## src/rtl/ctrl_types_pkg.sv

```systemverilog
// CPU control types shared by the load/store path and its responders.
package ctrl_types_pkg;

  typedef enum logic [2:0] {
    MEM_BYTE   = 3'd0,
    MEM_HALF   = 3'd1,
    MEM_WORD   = 3'd2,
    MEM_BYTE_U = 3'd3,
    MEM_HALF_U = 3'd4
  } mem_op_t;

endpackage

```

## src/rtl/mmio_pkg.sv

```systemverilog
// MMIO test-device register map, status layout and lane helpers shared with data_memory.
package mmio_pkg;
  import ctrl_types_pkg::*;

  localparam int unsigned XLEN = 32;

  localparam logic [2:0] REG_TOHOST     = 3'd0;
  localparam logic [2:0] REG_CYCLE      = 3'd1;
  localparam logic [2:0] REG_LOG_DATA   = 3'd2;
  localparam logic [2:0] REG_LOG_STATUS = 3'd3;
  localparam logic [2:0] REG_LOG_POP    = 3'd4;
  localparam logic [2:0] REG_SCRATCH    = 3'd5;

  localparam int unsigned ST_EMPTY     = 0;
  localparam int unsigned ST_FULL      = 1;
  localparam int unsigned ST_OVERFLOW  = 2;
  localparam int unsigned ST_COUNT_LSB = 8;
  localparam int unsigned ST_COUNT_W   = 8;

  // Pick the addressed lane of a word and sign/zero-extend it for the load size.
  function automatic logic [XLEN-1:0] load_extract(input logic [XLEN-1:0] word,
                                                   input logic [1:0] boff,
                                                   input mem_op_t op);
    logic [7:0]      b;
    logic [15:0]     h;
    logic [XLEN-1:0] res;
    case (boff)
      2'd0:    b = word[7:0];
      2'd1:    b = word[15:8];
      2'd2:    b = word[23:16];
      default: b = word[31:24];
    endcase
    h = boff[1] ? word[31:16] : word[15:0];
    case (op)
      MEM_BYTE:   res = {{24{b[7]}}, b};
      MEM_BYTE_U: res = {24'd0, b};
      MEM_HALF:   res = {{16{h[15]}}, h};
      MEM_HALF_U: res = {16'd0, h};
      default:    res = word;
    endcase
    return res;
  endfunction

  // Merge right-aligned store data into the addressed lane(s) of a word.
  function automatic logic [XLEN-1:0] store_merge(input logic [XLEN-1:0] old,
                                                  input logic [XLEN-1:0] data,
                                                  input logic [1:0] boff,
                                                  input mem_op_t op);
    logic [XLEN-1:0] res;
    res = old;
    case (op)
      MEM_BYTE, MEM_BYTE_U: begin
        case (boff)
          2'd0:    res[7:0]   = data[7:0];
          2'd1:    res[15:8]  = data[7:0];
          2'd2:    res[23:16] = data[7:0];
          default: res[31:24] = data[7:0];
        endcase
      end
      MEM_HALF, MEM_HALF_U: begin
        if (boff[1]) res[31:16] = data[15:0];
        else         res[15:0]  = data[15:0];
      end
      default: res = data;
    endcase
    return res;
  endfunction

endpackage

```

## src/rtl/sync_fifo.sv

```systemverilog
// Single-clock FIFO with combinational head; push when full and pop when empty are dropped.
module sync_fifo #(
  parameter int unsigned WIDTH = 32,
  parameter int unsigned DEPTH = 8,
  localparam int unsigned CNT_W = $clog2(DEPTH) + 1
) (
  input  logic             clk,
  input  logic             reset,
  input  logic             push,
  input  logic             pop,
  input  logic [WIDTH-1:0] wdata,
  output logic [WIDTH-1:0] rdata,
  output logic [CNT_W-1:0] count,
  output logic             full,
  output logic             empty
);

  localparam int unsigned PTR_W = $clog2(DEPTH);

  logic [WIDTH-1:0] mem [DEPTH];
  logic [PTR_W-1:0] wr_ptr;
  logic [PTR_W-1:0] rd_ptr;
  logic             do_push;
  logic             do_pop;

  assign full    = (count == CNT_W'(DEPTH));
  assign empty   = (count == '0);
  assign do_push = push && !full;
  assign do_pop  = pop && !empty;
  assign rdata   = mem[rd_ptr];

  always_ff @(posedge clk) begin
    if (do_push) mem[wr_ptr] <= wdata;
  end

  // Pointers wrap naturally since DEPTH is a power of two.
  always_ff @(posedge clk or posedge reset) begin
    if (reset) begin
      wr_ptr <= '0;
      rd_ptr <= '0;
      count  <= '0;
    end else begin
      if (do_push) wr_ptr <= wr_ptr + PTR_W'(1);
      if (do_pop)  rd_ptr <= rd_ptr + PTR_W'(1);
      count <= count + CNT_W'(do_push) - CNT_W'(do_pop);
    end
  end

endmodule

```

## src/rtl/dmem_mmio_responder.sv

```systemverilog
// Memory-mapped test device: halt/exit code, cycle counter, store-log FIFO and scratch word.
module dmem_mmio_responder
  import ctrl_types_pkg::*;
  import mmio_pkg::*;
#(
  parameter logic [31:0] BASE_ADDR = 32'hFFFF_0000,
  parameter int unsigned LOG_DEPTH = 8
) (
  input  logic        clk,
  input  logic        reset,
  input  logic        wr_en,
  input  mem_op_t     mem_ctrl,
  input  logic [31:0] addr,
  input  logic [31:0] data_in,
  output logic [31:0] data_out,
  output logic        sel,
  output logic        done,
  output logic [30:0] exit_code
);

  localparam int unsigned CNT_W = $clog2(LOG_DEPTH) + 1;

  logic [2:0]       offset;
  logic [1:0]       boff;
  logic             wr;
  logic             word_wr;
  logic             push;
  logic             pop;
  logic [31:0]      cycle;
  logic [31:0]      scratch;
  logic             overflow;
  logic [31:0]      fifo_head;
  logic [CNT_W-1:0] fifo_count;
  logic             fifo_full;
  logic             fifo_empty;
  logic [31:0]      status;
  logic [31:0]      rd_word;

  assign sel     = (addr[31:5] == BASE_ADDR[31:5]);
  assign offset  = addr[4:2];
  assign boff    = addr[1:0];
  assign wr      = wr_en && sel;
  assign word_wr = wr && (mem_ctrl == MEM_WORD);
  assign push    = word_wr && (offset == REG_LOG_DATA);
  assign pop     = word_wr && (offset == REG_LOG_POP);

  // First TOHOST word store with bit 0 set latches the halt; later codes are ignored.
  always_ff @(posedge clk or posedge reset) begin
    if (reset) begin
      done      <= 1'b0;
      exit_code <= '0;
    end else if (word_wr && (offset == REG_TOHOST) && !done && data_in[0]) begin
      done      <= 1'b1;
      exit_code <= data_in[31:1];
    end
  end

  always_ff @(posedge clk or posedge reset) begin
    if (reset)      cycle <= '0;
    else if (!done) cycle <= cycle + 32'd1;
  end

  // Status writes take priority; push and pop never share a cycle with them.
  always_ff @(posedge clk or posedge reset) begin
    if (reset)                                    overflow <= 1'b0;
    else if (word_wr && offset == REG_LOG_STATUS) overflow <= 1'b0;
    else if (push && fifo_full)                   overflow <= 1'b1;
  end

  always_ff @(posedge clk or posedge reset) begin
    if (reset)                           scratch <= '0;
    else if (wr && offset == REG_SCRATCH) scratch <= store_merge(scratch, data_in, boff, mem_ctrl);
  end

  sync_fifo #(
    .WIDTH (32),
    .DEPTH (LOG_DEPTH)
  ) u_log_fifo (
    .clk   (clk),
    .reset (reset),
    .push  (push),
    .pop   (pop),
    .wdata (data_in),
    .rdata (fifo_head),
    .count (fifo_count),
    .full  (fifo_full),
    .empty (fifo_empty)
  );

  always_comb begin
    status = '0;
    status[ST_COUNT_LSB +: ST_COUNT_W] = ST_COUNT_W'(fifo_count);
    status[ST_OVERFLOW] = overflow;
    status[ST_FULL]     = fifo_full;
    status[ST_EMPTY]    = fifo_empty;
  end

  always_comb begin
    rd_word = '0;
    case (offset)
      REG_TOHOST:     rd_word = {exit_code, done};
      REG_CYCLE:      rd_word = cycle;
      REG_LOG_DATA:   rd_word = fifo_empty ? 32'd0 : fifo_head;
      REG_LOG_STATUS: rd_word = status;
      REG_SCRATCH:    rd_word = scratch;
      default:        rd_word = '0;
    endcase
  end

  assign data_out = load_extract(rd_word, boff, mem_ctrl);

endmodule

```

## config.mk

```make
export PLATFORM = sky130hd
export DESIGN_NAME = dmem_mmio_responder
export DESIGN_NICKNAME = d
export VERILOG_FILES = /design/src/rtl/ctrl_types_pkg.sv /design/src/rtl/mmio_pkg.sv /design/src/rtl/sync_fifo.sv /design/src/rtl/dmem_mmio_responder.sv
export SDC_FILE = /design/constraint.sdc
export NUM_CORES = 1
export LEC_CHECK = 0
export ABC_AREA = 1
export CORE_MARGIN = 3
export CORE_UTILIZATION = 48
export CTS_CLUSTER_DIAMETER = 40
export DETAILED_ROUTE_END_ITERATION = 12
export PLACE_DENSITY = 0.77
export SETUP_SLACK_MARGIN = 0.02
export SLEW_MARGIN = 0
export SYNTH_ARGS = -nofsm -noshare
export SYNTH_HDL_FRONTEND = slang
export SYNTH_SLANG_ARGS = --single-unit
export TNS_END_PERCENT = 30
```

## constraint.sdc

```tcl
create_clock -name clk -period 8 [get_ports clk]
set_input_delay 0.8 -clock clk [delete_from_list [all_inputs] [get_ports clk]]
set_output_delay 0.8 -clock clk [all_outputs]
set_load 0.01 [all_outputs]
```

==> flow_metrics.tcl, run 1 <==
set metrics [dict create \
    drtIter0Drc 1644 \
    avgRoutedWirePerCell_um 21.2 \
    synth_top_cell_by_area "edfxtp_1" \
    start_util 0.491 \
    maxCapViolations 0 \
    vias_per_cell 5.72 \
    ys_warn_count 0 \
    hpwl_mm 31.5 \
    avgSynthCellArea_um2 9.62 \
    cts_inserted_buffers 46 \
    routabilityCongestion 1.00 \
    rsz0062_at_grt "false" \
    synth_edf_count 256 \
    crit_path_max_incr_delay_ps 810 \
    clockBufferDepth 3 \
    port_buffers 134 \
    fill_cells 2789 \
    synth_nets 1810 \
    slew_headroom 0.187 \
    synth_top_family_by_area "simple AND/OR/NAND/NOR gates" \
    p_per_area_nw_per_um2 217 \
    synth-seq-cells 363 \
    ys.flop_type "edfxtp_1" \
    synth_compound_area_frac 0.0949 \
    synth_xor_area_frac 0.0179 \
    critPathKind "flop to primary output" \
    hold_buffers 0 \
    clk_latency_ps 550 \
    boundaryPins 135 \
    cts_resized 0 \
    yosys.area_share.simple 0.200 \
    drtAntennaViolNets 0 \
    async_flop_share 0.295 \
    cp-start-kind "flop" \
    rows 67 \
    status "finished clean" \
    drt_wl_total_mm 49.3 \
    yosys.area_share.adder 0.00797 \
    cts_tree "done" \
    yosys-top-cells-area "edfxtp_1 (46%), dfrtp_1 (16%), nand2_1 (8.1%)" \
    vdd_drop_max_uv 153 \
    nets 1929 \
    crit_path_end_kind "primary output" \
    hp-class "flop to flop" \
    tightest_slew_ps 1220 \
    p_leak_nw 7.95 \
    crit_family "buffers and inverters" \
    cts.sinks 363 \
    seq_area_frac_synth 0.623 \
    cts_setup_buffers 0 \
    worst_path_max_delay_cell "inv_2" \
    die-area_um2 36900 \
    grt_pass1_vias 13100 \
    arrival_ps 5030 \
    clock_skew_ps 21.3 \
    finalCritPeriodShare 0.728 \
    min_period_ps 5830 \
    synth.distinct_cells 37 \
    instances_no_fill 2332 \
    rrSetupSlack_ps 5550 \
    vias 13300 \
    chipHeight_um 192 \
    grt_usage 0.268 \
    area_growth_syn_to_layout_pct 19.9 \
    fmax_ghz 0.172 \
    cp_max_fo 83 \
    cts_htree_levels 2 \
    overflow 0 \
    grt_antenna_before_repair 0 \
    netlist.area_leader.share 0.462 \
    die_w_um 192 \
    core_area_um2 33900 \
    drive_above_1_share 0.0663 \
    cp_cell_sequence "inv_2, buf_4, nand2_1, nand2_1, nand2_1, nand3_1, nand3_1, nand2_1, nand2_1, nand2_1, inv_1, nand2_1, nand3_2, nand3_1, clkdlybuf4s50_1" \
    drc_errors 0 \
    cts-root-buf "clkbuf_16" \
    cp_common_cell "nand2_1" \
    dr.pass1.iters 6 \
    syn_area_um2 16600 \
    finalSetupViolCount 0 \
    critPathRequiredTime_ps 7200 \
    synthMuxAreaShare 0 \
    hold_violations 0 \
    grt_max_degree 89 \
    slew_viol_final 0 \
    dp.cells 2249 \
    synth_cells 1730 \
    totalNegativeSetupSlack_ps 0 \
    crit_buf_inv 4 \
    grt_pass1_wl_mm 75.2 \
    clk_pin_slew_ps 60 \
    diodes 0 \
]
## through the flow
step	utilization	setup slack (ps)	power [mW]	area, um^2	hold WS, ps
floorplan	-	4260	2.13	16600	442
global placement	0.542	2840	2.23	18400	457
detailed placement	0.542	2730	2.23	18400	474
CTS	0.589	2240	4.33	19900	488
global route	0.589	1870	4.42	19900	511
finish	0.589	2170	4.32	19900	481
## sequential cells by signal (all words and copies together), names as in the netlist
signal and count:
u_log_fifo.rd_ptr 3, u_log_fifo.wr_ptr 3, u_log_fifo.count 4, overflow 1
scratch 32, done 1, exit_code 31, u_log_fifo.mem 256
cycle 32
## path summary, 6_finish.rpt
check | start | to | cells after the start
max | u_log_fifo.rd_ptr[0] | data_out[23] | 15
min | cycle[26] | cycle[26] | 1
max reg2reg | u_log_fifo.count[2] | u_log_fifo.count[1] | 9
min reg2reg | cycle[26] | cycle[26] | 1
max in group asynchronous | reset | u_log_fifo.rd_ptr[0] | 3
min in group asynchronous | reset | cycle[24] | 2
## power by group
group          internal (mW)  switching, mW  total [mW]  leakage (nW)
Sequential              2.02   0.0000000432        2.02          3.77
Clock                   1.32          0.805        2.12         0.778
Combinational         0.0637          0.118       0.182          3.41
## metal layers
layer	global-route usage	wire [um]
met5	0	0
met4	0.132	2720
met3	0.0445	5310
met2	0.421	22500
met1	0.365	18800
## kinds of logic after synthesis
group,after synthesis
DFF,363
buffers and inverters,227
and+or+nand+nor,797
xor gates and xnor gates,34
adders and majority gates,10
AOI/OAI and AO/OA,299
## worst reg2reg max path: stages, from the launching register on
cell and delay [ps]:
dfrtp_1 320, inv_1 100, ha_1 210, nand3_1 150, nand3_1 110, nor2_1 430
ha_1 330, inv_1 50, ha_1 190, fa_1 430
## synth_stat cells (all sizes together) (2+ instances only)
| master | count |
|---|---|
| o22ai | 18 |
| xor2 | 30 |
| inv | 147 |
| nor3b | 2 |
| xnor2 | 4 |
| a21oi | 41 |
| edfxtp | 256 |
| clkbuf | 31 |
| nand3 | 155 |
| nor4 | 3 |
| nor3 | 14 |
| nand3b | 4 |
| o21ai | 221 |
| nand2 | 357 |
| nor2 | 250 |
| buf | 48 |
| dfrtp | 107 |
| ha | 9 |
| o211ai | 16 |
| nand4 | 11 |
## placed cells by master, fill, tap and decap left out, drive strengths merged, types with 16 or more instances in the layout
| master | Yosys | final |
|---|---|---|
| o21ai | 221 | 221 |
| edfxtp | 256 | 256 |
| a21oi | 41 | 41 |
| clkdlybuf4s50 | 0 | 134 |
| nand2 | 357 | 357 |
| clkbuf | 31 | 54 |
| nand3 | 155 | 155 |
| inv | 147 | 152 |
| o211ai | 16 | 16 |
| o22ai | 18 | 18 |
| nor2 | 250 | 250 |
| dfrtp | 107 | 107 |
| clkinv | 1 | 16 |
| buf | 48 | 16 |
| xor2 | 30 | 30 |
## layout make-up
cell class / instances / area (um^2) / area share
Multi-Input combinational cell: 1140 / 5400 / 0.271
Tap cell: 448 / 561 / 0.0281
Clock inverter: 29 / 313 / 0.0157
Inverter: 148 / 558 / 0.0280
Sequential cell: 363 / 10400 / 0.520
Timing Repair Buffer: 150 / 1460 / 0.0733
Clock buffer: 54 / 1290 / 0.0645
Power figures use the tool's default switching activity.
==> run 2, diff against run 1 <==
Clock period 8 ns to 5.9 ns, I/O delays scaled along.
==> run 2 against run 1 <==
Count of clock-buffer cells in the layout is 4 lower. Highest routed layer unchanged. Final cell count is essentially flat. Final area is 0.58% lower. Via count grew 0.41%. Routed wire length rose by 0.29%. Largest cell class unchanged. Clock power grew 28%. Setup slack got worse by 1100 ps.
==> flow_metrics.tcl, run 2 (same netlist as run 1, synthesis figures left out) <==
set metrics [dict create \
    status "finished clean" \
    clk_latency_ps 540 \
    vias 13400 \
    grt_pass1_wl_mm 74.9 \
    cts.sinks 363 \
    dpl-instance-area_um2 18400 \
    grt_antenna_before_repair 0 \
    crit_family "buffers and inverters" \
    nets 1928 \
    diodes 0 \
    avgRoutedWirePerCell_um 21.2 \
    fill_cells 2785 \
    clockBufferDepth 3 \
    critPathKind "flop to primary output" \
    tightest_slew_ps 1280 \
    vias_per_cell 5.75 \
    totalNegativeSetupSlack_ps 0 \
    clk_pin_slew_ps 50 \
    largest_reg_flops 256 \
    final_common_cell "nand2_1" \
    boundaryPins 135 \
    p_leak_nw 7.90 \
    die-area_um2 36900 \
    drive_above_1_share 0.0648 \
    crit_path_end_kind "primary output" \
    final_area_um2 19800 \
    cp-start-kind "flop" \
    rows 67 \
    area_growth_syn_to_layout_pct 19.2 \
    hold_slack_ps 474 \
    finalCritPeriodShare 0.820 \
    start_util 0.491 \
    grt_max_degree 93 \
    hpwl_mm 32.7 \
    cts_tree "done" \
    chipHeight_um 192 \
    crit_buf_inv 3 \
    seq_area_um2 10400 \
    whs_path_depth 1 \
    cts_setup_buffers 0 \
    cts_htree_levels 2 \
    clock_skew_ps 16.0 \
    reg_top3 "u_log_fifo.mem (256), cycle (32), scratch (32)" \
    hold_buffers 0 \
    regMostFlops "u_log_fifo.mem" \
    min_period_ps 4840 \
    maxCapViolations 0 \
    routabilityCongestion 0.994 \
    core_area_um2 33900 \
    worstRegToRegCells 6 \
    cts_resized 0 \
    vdd_drop_max_uv 194 \
    critPathRequiredTime_ps 5310 \
    overflow 0 \
    slew_viol_final 0 \
    drtIter0Drc 1755 \
    arrival_ps 4250 \
    fmax_ghz 0.207 \
    dp.cells 2250 \
    worstHoldStart "cycle[26]" \
    layout_common_cells "nand2_1 (357), edfxtp_1 (256), nor2_1 (238)" \
    instances_no_fill 2330 \
    port_buffers 134 \
    slew_headroom 0.143 \
    drt_wl_total_mm 49.5 \
    grt_usage 0.268 \
    grt_pass1_vias 13000 \
    worst_path_max_delay_cell "inv_2" \
    cp_max_fo 55 \
    rsz0062_at_grt "false" \
    crit_path_max_incr_delay_ps 730 \
    drtAntennaViolNets 0 \
    cp_cell_sequence "inv_2, buf_4, o21ai_1, o21ai_1, o211ai_2, nand3_1, nand3_2, nand3_1, clkdlybuf4s50_1" \
    multi_input_area_um2 5400 \
    p_per_area_nw_per_um2 287 \
    min_to "cycle[26]" \
    cts_inserted_buffers 44 \
    r2r-end "u_log_fifo.mem[4][10]" \
    rrSetupSlack_ps 3120 \
    finalSetupViolCount 0 \
    drc_errors 0 \
    die_w_um 192 \
    hold_violations 0 \
    hp-class "flop to flop" \
    cts-root-buf "clkbuf_16" \
    r2r-start "u_log_fifo.count[2]" \
    dr.pass1.iters 7 \
]
run 2: changes by cell type in the layout (fill, tap and decap cells not counted), moves of 2 or more:
cell	before	now
inv_8	2	4
clkbuf_16	50	45
clkinv_4	4	2
inv_6	3	7
run 2: power by group:
part / internal (mW) / switching, mW
Sequential: 2.73 / 0.0000000611
Combinational: 0.0870 / 0.161
Clock: 1.62 / 1.10
Total: 4.44 / 1.26
run 2: how the worst max path moves through the flow:
| stage | from | endpoint | slack (ps) | depth (start not counted) |
|---|---|---|---|---|
| 6_report | u_log_fifo.rd_ptr[0] | data_out[17] | 1060 | 9 |
| 4_1_cts | u_log_fifo.rd_ptr[0] | data_out[17] | 1070 | 9 |
| 3_5_place_dp | addr[4] | data_out[14] | 1260 | 10 |
| 3_3_place_gp | addr[4] | data_out[12] | 1460 | 10 |
| 5_1_grt | u_log_fifo.rd_ptr[0] | data_out[19] | 750 | 8 |
| 2_1_floorplan | addr[6] | u_log_fifo.mem[0][0] | 2370 | 7 |
run 2: layer usage:
metal  vias up  routed length [um]  global-route usage
met5         -                   0                   0
met4         0                2270               0.121
met3       125                4510              0.0456
met2       764               23300               0.431
met1      6419               19400               0.357
li1       6089                   -                   -
run 2: cell type report:
cell class,instances,share of cell area
inverters,148,0.0281
flip-flops and latches,363,0.523
well taps,448,0.0283
multi-input cells,1140,0.272
clock buffers,50,0.0587
repair buffers,151,0.0741
clock inverters,30,0.0156
run 2: stage by stage:
stage / power (mW) / setup WS (ps) / utilization
after floorplan: 2.88 / 2370 / -
after global placement: 3.02 / 1460 / 0.542
after detailed placement: 3.03 / 1260 / 0.542
after CTS: 5.72 / 1070 / 0.586
after global routing: 5.84 / 749 / 0.586
final: 5.70 / 1060 / 0.586
run 2: worst reg2reg max path: cells and delay by family, from the launching register on:
kind / cells / cell delay (ps)
adder cells (fa/ha/maj): 1 / 210
buffers and inverters: 2 / 480
flip-flops: 1 / 330
AND/OR/NAND/NOR: 3 / 1450
==> RTL edit 1, RTL diff (config.mk and constraints of run 2) <==
The package constant `ST_COUNT_LSB` goes from 8 to 4.
--- a/src/rtl/mmio_pkg.sv
+++ b/src/rtl/mmio_pkg.sv
@@ -16,3 +16,3 @@
   localparam int unsigned ST_OVERFLOW  = 2;
-  localparam int unsigned ST_COUNT_LSB = 8;
+  localparam int unsigned ST_COUNT_LSB = 4;
   localparam int unsigned ST_COUNT_W   = 8;
Formal check against the unedited RTL: not equivalent (Yosys sat finds a counterexample within 4 cycles, from zero or initial values and one cycle with reset high).
==> RTL edit 1 against run 2 <==
  * Setup slack worse by 0.18 ns
  * Wire length down 3.1%
  * Final area up 0.19%
  * Total power up 0.57%
  * Sequential cell count unchanged
  * Area after synthesis up 0.11%
  * Register-to-register slack better by 0.07 ns
  * First-iteration DRC count down 5.4%
  * Highest routed layer unchanged
==> RTL edit 1: results (changes against run 2) <==
| Metric | Value |
|---|---|
| Status | finished clean (unchanged) |
| Crit-path slowest cell | dfrtp_4 (was inv_2) |
| HP Start | scratch[24] (was cycle[26]) |
| Critical Path Source | u_log_fifo.rd_ptr[0] (unchanged) |
| Cts repair resizes | 0 (unchanged) |
| Worst-path maximum fanout | 77 (was 55) |
| Syn nets | 1813 (was 1810) |
| Crit path largest cell delay | 1.00 ns (was 0.73 ns) |
| Initial drt markers | 1661 (was 1755) |
| Nets | 1932 (was 1928) |
| Register area share after synthesis | 62.2% (was 62.3%) |
| RePlAce Congestion | 0.963 (was 0.994) |
| Largest net degree at the start of global routing | 87 (was 93) |
| Synth Instances | 1733 (was 1730) |
| Layout cells sized above 1 | 6.41% (was 6.48%) |
| Htree depth | 2 (unchanged) |
| DP HPWL | 31.8 mm (was 32.7 mm) |
| Drt total wl | 47.9 mm (was 49.5 mm) |
| Worst Hold Path Cells | 2 (was 1) |
| Worst slew pin tran | 1.21 ns (was 1.28 ns) |
| Clk_skew | 0.0287 ns (was 0.0160 ns) |
| Vias per std cell | 5.68 (was 5.75) |
| Top flop regs | u_log_fifo.mem (256), cycle (32), scratch (32) (unchanged) |
| Clock latency on the worst-skew pair | ~0.55 ns |
| Most common library cells after synthesis | 351 x nand2_1, 256 x edfxtp_1, 248 x nor2_1 (was 357 x nand2_1, 256 x edfxtp_1, 247 x nor2_1) |
| Reg-to-reg slack, setup | 3.19 ns (was 3.12 ns) |
| CTS Buf Count | 45 (was 44) |
| End point of the critical path | data_out[15] (was data_out[17]) |
| Netlist cell types | 34 (was 37) |
| Total global-route track usage | 26.0% (was 26.8%) |
| Reg-to-reg critical path endpoint | u_log_fifo.mem[0][27] (was u_log_fifo.mem[4][10]) |
| Synth top area cells | edfxtp_1 46%, dfrtp_1 16%, nand2_1 7.9% (was edfxtp_1 46%, dfrtp_1 16%, nand2_1 8.1%) |
| Post-CTS Setup Bufs | 0 (unchanged) |
| Dpl cells | 2253 (was 2250) |
| Initial antenna violation count | 0 (unchanged) |
| Drt pass-1 iters | 6 (was 7) |
| Worst EP arrival | 4.43 ns (was 4.25 ns) |
| Fill count | 2764 (was 2785) |
| VDD IR-drop max | 0.188 mV (was 0.194 mV) |
| Total gr overflow | 0 (unchanged) |
| I/O Buffers | 134 (unchanged) |
| Leak pwr | 7.89 nW (was 7.90 nW) |
| Number of global-route vias before repair | 12700 (was 13000) |
| Wirelength per Cell | 20.5 um (was 21.2 um) |
| Area after DPL | 18400 um2 (about the same) |
| First-pass GRT wire length | 73.3 mm (was 74.9 mm) |
| Synth warn | 0 (unchanged) |
[RTL edit 1: changes by cell type after synthesis, moves of 2 or more]
| cell | change |
|---|---|
| xor2_1 | +2 |
| nand3_1 | -2 |
| nor3_1 | +3 |
| nand2_1 | -6 |
| inv_2 | -2 |
| inv_1 | +4 |
| buf_6 | +4 |
| o21ai_0 | +5 |
[RTL edit 1: layer usage]
metal / vias to the layer above / share of wire, % / global-route usage, %
met5: - / 0 / 0
met4: 0 / 4.2 / 10.5
met3: 117 / 12 / 6.38
met2: 772 / 45 / 39.9
met1: 6274 / 39 / 35.9
li1: 6094 / - / -
[RTL edit 1: power breakdown]
part	leakage (nW)	switching, mW	internal, mW
logic	3.38	0.161	0.0876
registers	3.77	0.0000000449	2.73
clock network	0.741	1.10	1.64
[RTL edit 1: worst min-delay path by stage]
stage / to / slack [ns]
finish: scratch[24] / 0.49
global route: scratch[2] / 0.51
CTS: scratch[6] / 0.49
detailed placement: scratch[14] / 0.47
global placement: scratch[7] / 0.47
floorplan: scratch[15] / 0.45
[RTL edit 1: stage by stage]
| step | setup WS (ns) | utilization (%) |
|---|---|---|
| floorplan | 2.37 | - |
| global placement | 1.51 | 54.2 |
| detailed placement | 1.38 | 54.2 |
| CTS | 0.942 | 58.7 |
| global route | 0.570 | 58.7 |
| finish | 0.879 | 58.7 |
[RTL edit 1: kinds of logic (layout without fill, tap and decap cells)]
kind of cell,count (synthesis),in the layout,synth area share [%]
simple gates,791,791,19.8
xor+xnor,35,35,1.84
compound gates,303,303,9.50
flops,363,363,62.2
fa+ha+maj,10,10,0.796
buf+inv,231,386,5.89
[RTL edit 1: area by class of cell]
| class | instances | share of cell area (%) |
|---|---|---|
| Sequential cell | 363 | 52.2 |
| Multi-Input combinational cell | 1139 | 27.1 |
| Timing Repair Buffer | 153 | 7.53 |
| Clock buffer | 52 | 6.00 |
| Inverter | 150 | 2.85 |
| Tap cell | 448 | 2.82 |
| Clock inverter | 31 | 1.56 |
[RTL edit 1: critical path, delay by kind of cell, from the launching register on]
kind / cells / cell delay, ns
DFF: 1 / 1.00
buffers and inverters: 3 / 1.17
and+or+nand+nor: 10 / 1.70
==> RTL edit 2, RTL diff (settings of run 2) <==
Made on the original files. One comparison of `count` changes from == to >=.
--- a/src/rtl/sync_fifo.sv
+++ b/src/rtl/sync_fifo.sv
@@ -25,3 +25,3 @@
 
-  assign full    = (count == CNT_W'(DEPTH));
+  assign full    = (count >= CNT_W'(DEPTH));
   assign empty   = (count == '0);
Formal check against the unedited RTL: no difference found for any inputs over 4 cycles, from zero or initial values and one cycle with reset high; that may be too few to reach the edited logic, so the function may still have changed.
==> RTL edit 2 against run 2 <==
  * Highest routed layer unchanged
  * Area after synthesis grew 1.4%
  * Setup slack got worse by 0.15 ns
  * Count of clock-buffer cells in the layout up 5
  * Register-to-register slack got worse by 0.17 ns
  * Total power is 2.2% higher
  * Wire length increased by 5.5%
  * Utilization shrank 0.50 points
  * Worst hold slack lost 0.0052 ns
  * Sequential cell count did not move
  * Final area is 1.4% higher
  * Maximum frequency is 3.0% lower
==> RTL edit 2: results (changes against run 2) <==
| Metric | Value |
|---|---|
| Status | finished clean (unchanged) |
| Leak pwr | 8.10 nW (was 7.90 nW) |
| DP HPWL | 34.7 mm (was 32.7 mm) |
| Post-CTS Setup Bufs | 0 (unchanged) |
| Cts repair resizes | 0 (unchanged) |
| Wirelength per Cell | 22.1 um (was 21.2 um) |
| Initial antenna violation count | 0 (unchanged) |
| Layout cells sized above 1 | 7.66% (was 6.48%) |
| Number of global-route vias before repair | 13100 (was 13000) |
| Largest net degree at the start of global routing | 92 (was 93) |
| Clock latency on the worst-skew pair | about 0.55 ns |
| Bufs on Longest Clock Path | 3 (unchanged) |
| CTS Root Cell | clkbuf_16 (unchanged) |
| Crit path largest cell delay | 0.77 ns (was 0.73 ns) |
| Netlist cell types | 43 (was 37) |
| VDD IR-drop max | 0.241 mV (was 0.194 mV) |
| Clock-pin slew on the worst setup and hold paths | 0.06 ns |
| Vias per std cell | 5.78 (was 5.75) |
| Nets | 1948 (was 1928) |
| Htree depth | 2 (unchanged) |
| Dominant cell type by area after synthesis | edfxtp_1 (unchanged) |
| Register area share after synthesis | 61.4% (was 62.3%) |
| Worst EP arrival | 4.39 ns (was 4.25 ns) |
| I/O Buffers | 134 (unchanged) |
| Worst-path maximum fanout | 58 (was 55) |
| Drt pass-1 iters | 6 (was 7) |
| Worst Hold Class | register to register (unchanged) |
| Number of synthesized flops with an enable pin | 256 (unchanged) |
| Synth top area cells | edfxtp_1 46%, dfrtp_1 16%, nand2_1 8.6% (was edfxtp_1 46%, dfrtp_1 16%, nand2_1 8.1%) |
| Syn nets | 1826 (was 1810) |
| RePlAce Congestion | 1.04 (was 0.994) |
| Most common library cells after synthesis | 385 x nand2_1, 256 x edfxtp_1, 242 x nor2_1 (was 357 x nand2_1, 256 x edfxtp_1, 247 x nor2_1) |
| Max-slew headroom | 29.7% (was 14.3%) |
| N_diodes | 0 (unchanged) |
| First-pass GRT wire length | 78.6 mm (was 74.9 mm) |
| Clk_skew | 0.0142 ns (was 0.0160 ns) |
| Synth warn | 0 (unchanged) |
| Top flop regs | u_log_fifo.mem (256), cycle (32), scratch (32) (unchanged) |
| Crit-path slowest cell | inv_2 (unchanged) |
| Total global-route track usage | 27.1% (was 26.8%) |
| Top delay family on crit path | buffers and inverters (unchanged) |
| CTS Buf Count | 46 (was 44) |
| Ys async rst share | 29.5% (unchanged) |
| Initial drt markers | 1665 (was 1755) |
## RTL edit 2: path summary, 6_finish.rpt
check,start,end,slack [ns],cells past startpoint
worst min register to register,cycle[25],cycle[25],0.47,1
worst max register to register,u_log_fifo.count[2],u_log_fifo.mem[4][31],2.95,6
worst max-delay path,u_log_fifo.rd_ptr[0],data_out[10],0.92,13
max in group asynchronous,reset,exit_code[23],4.11,3
worst min-delay path,cycle[25],cycle[25],0.47,1
min in group asynchronous,reset,cycle[16],0.55,2
## RTL edit 2: layout make-up
cell class                 count  area [um2]
fill                        2834       14500
sequential                   363       10400
multi-input combinational   1158        5570
timing repair buffer         157        1510
clock buffer                  55        1180
tap                          455         569
inverter                     142         536
clock inverter                31         365
## RTL edit 2: stage by stage
step	area (um2)	utilization [%]	hold slack (ns)	std cells	setup slack, ns
finish	20100	58.1	0.469	2361	0.916
detailed placement	18600	53.6	0.458	2275	1.51
CTS	20100	58.1	0.470	2361	0.960
global route	20100	58.1	0.496	2361	0.717
floorplan	16900	-	0.442	1746	2.37
global placement	18600	53.6	0.456	2275	1.52
## RTL edit 2: logic make-up (layout without fill, tap and decap cells)
kind of cell	after synthesis	in the layout	synth area share [%]
simple gates	825	825	20.7
flops	363	363	61.4
compound gates	291	291	9.45
buf+inv	225	385	6.01
xor+xnor	32	32	1.66
fa+ha+maj	10	10	0.786
## RTL edit 2: power by group
group	internal (mW)	leakage [nW]	switching, mW	total (mW)
logic	0.0889	3.60	0.174	0.263
clock network	1.69	0.737	1.14	2.83
registers	2.73	3.77	0.00000000469	2.73
total	4.51	8.10	1.31	5.82
## RTL edit 2: metal layers
layer	global-route usage [%]	up-vias	part of all wire, %
met2	42.5	884	45
li1	-	6131	-
met1	37.3	6494	40
met4	10.2	0	4.4
met3	5.90	138	11
met5	0	-	0
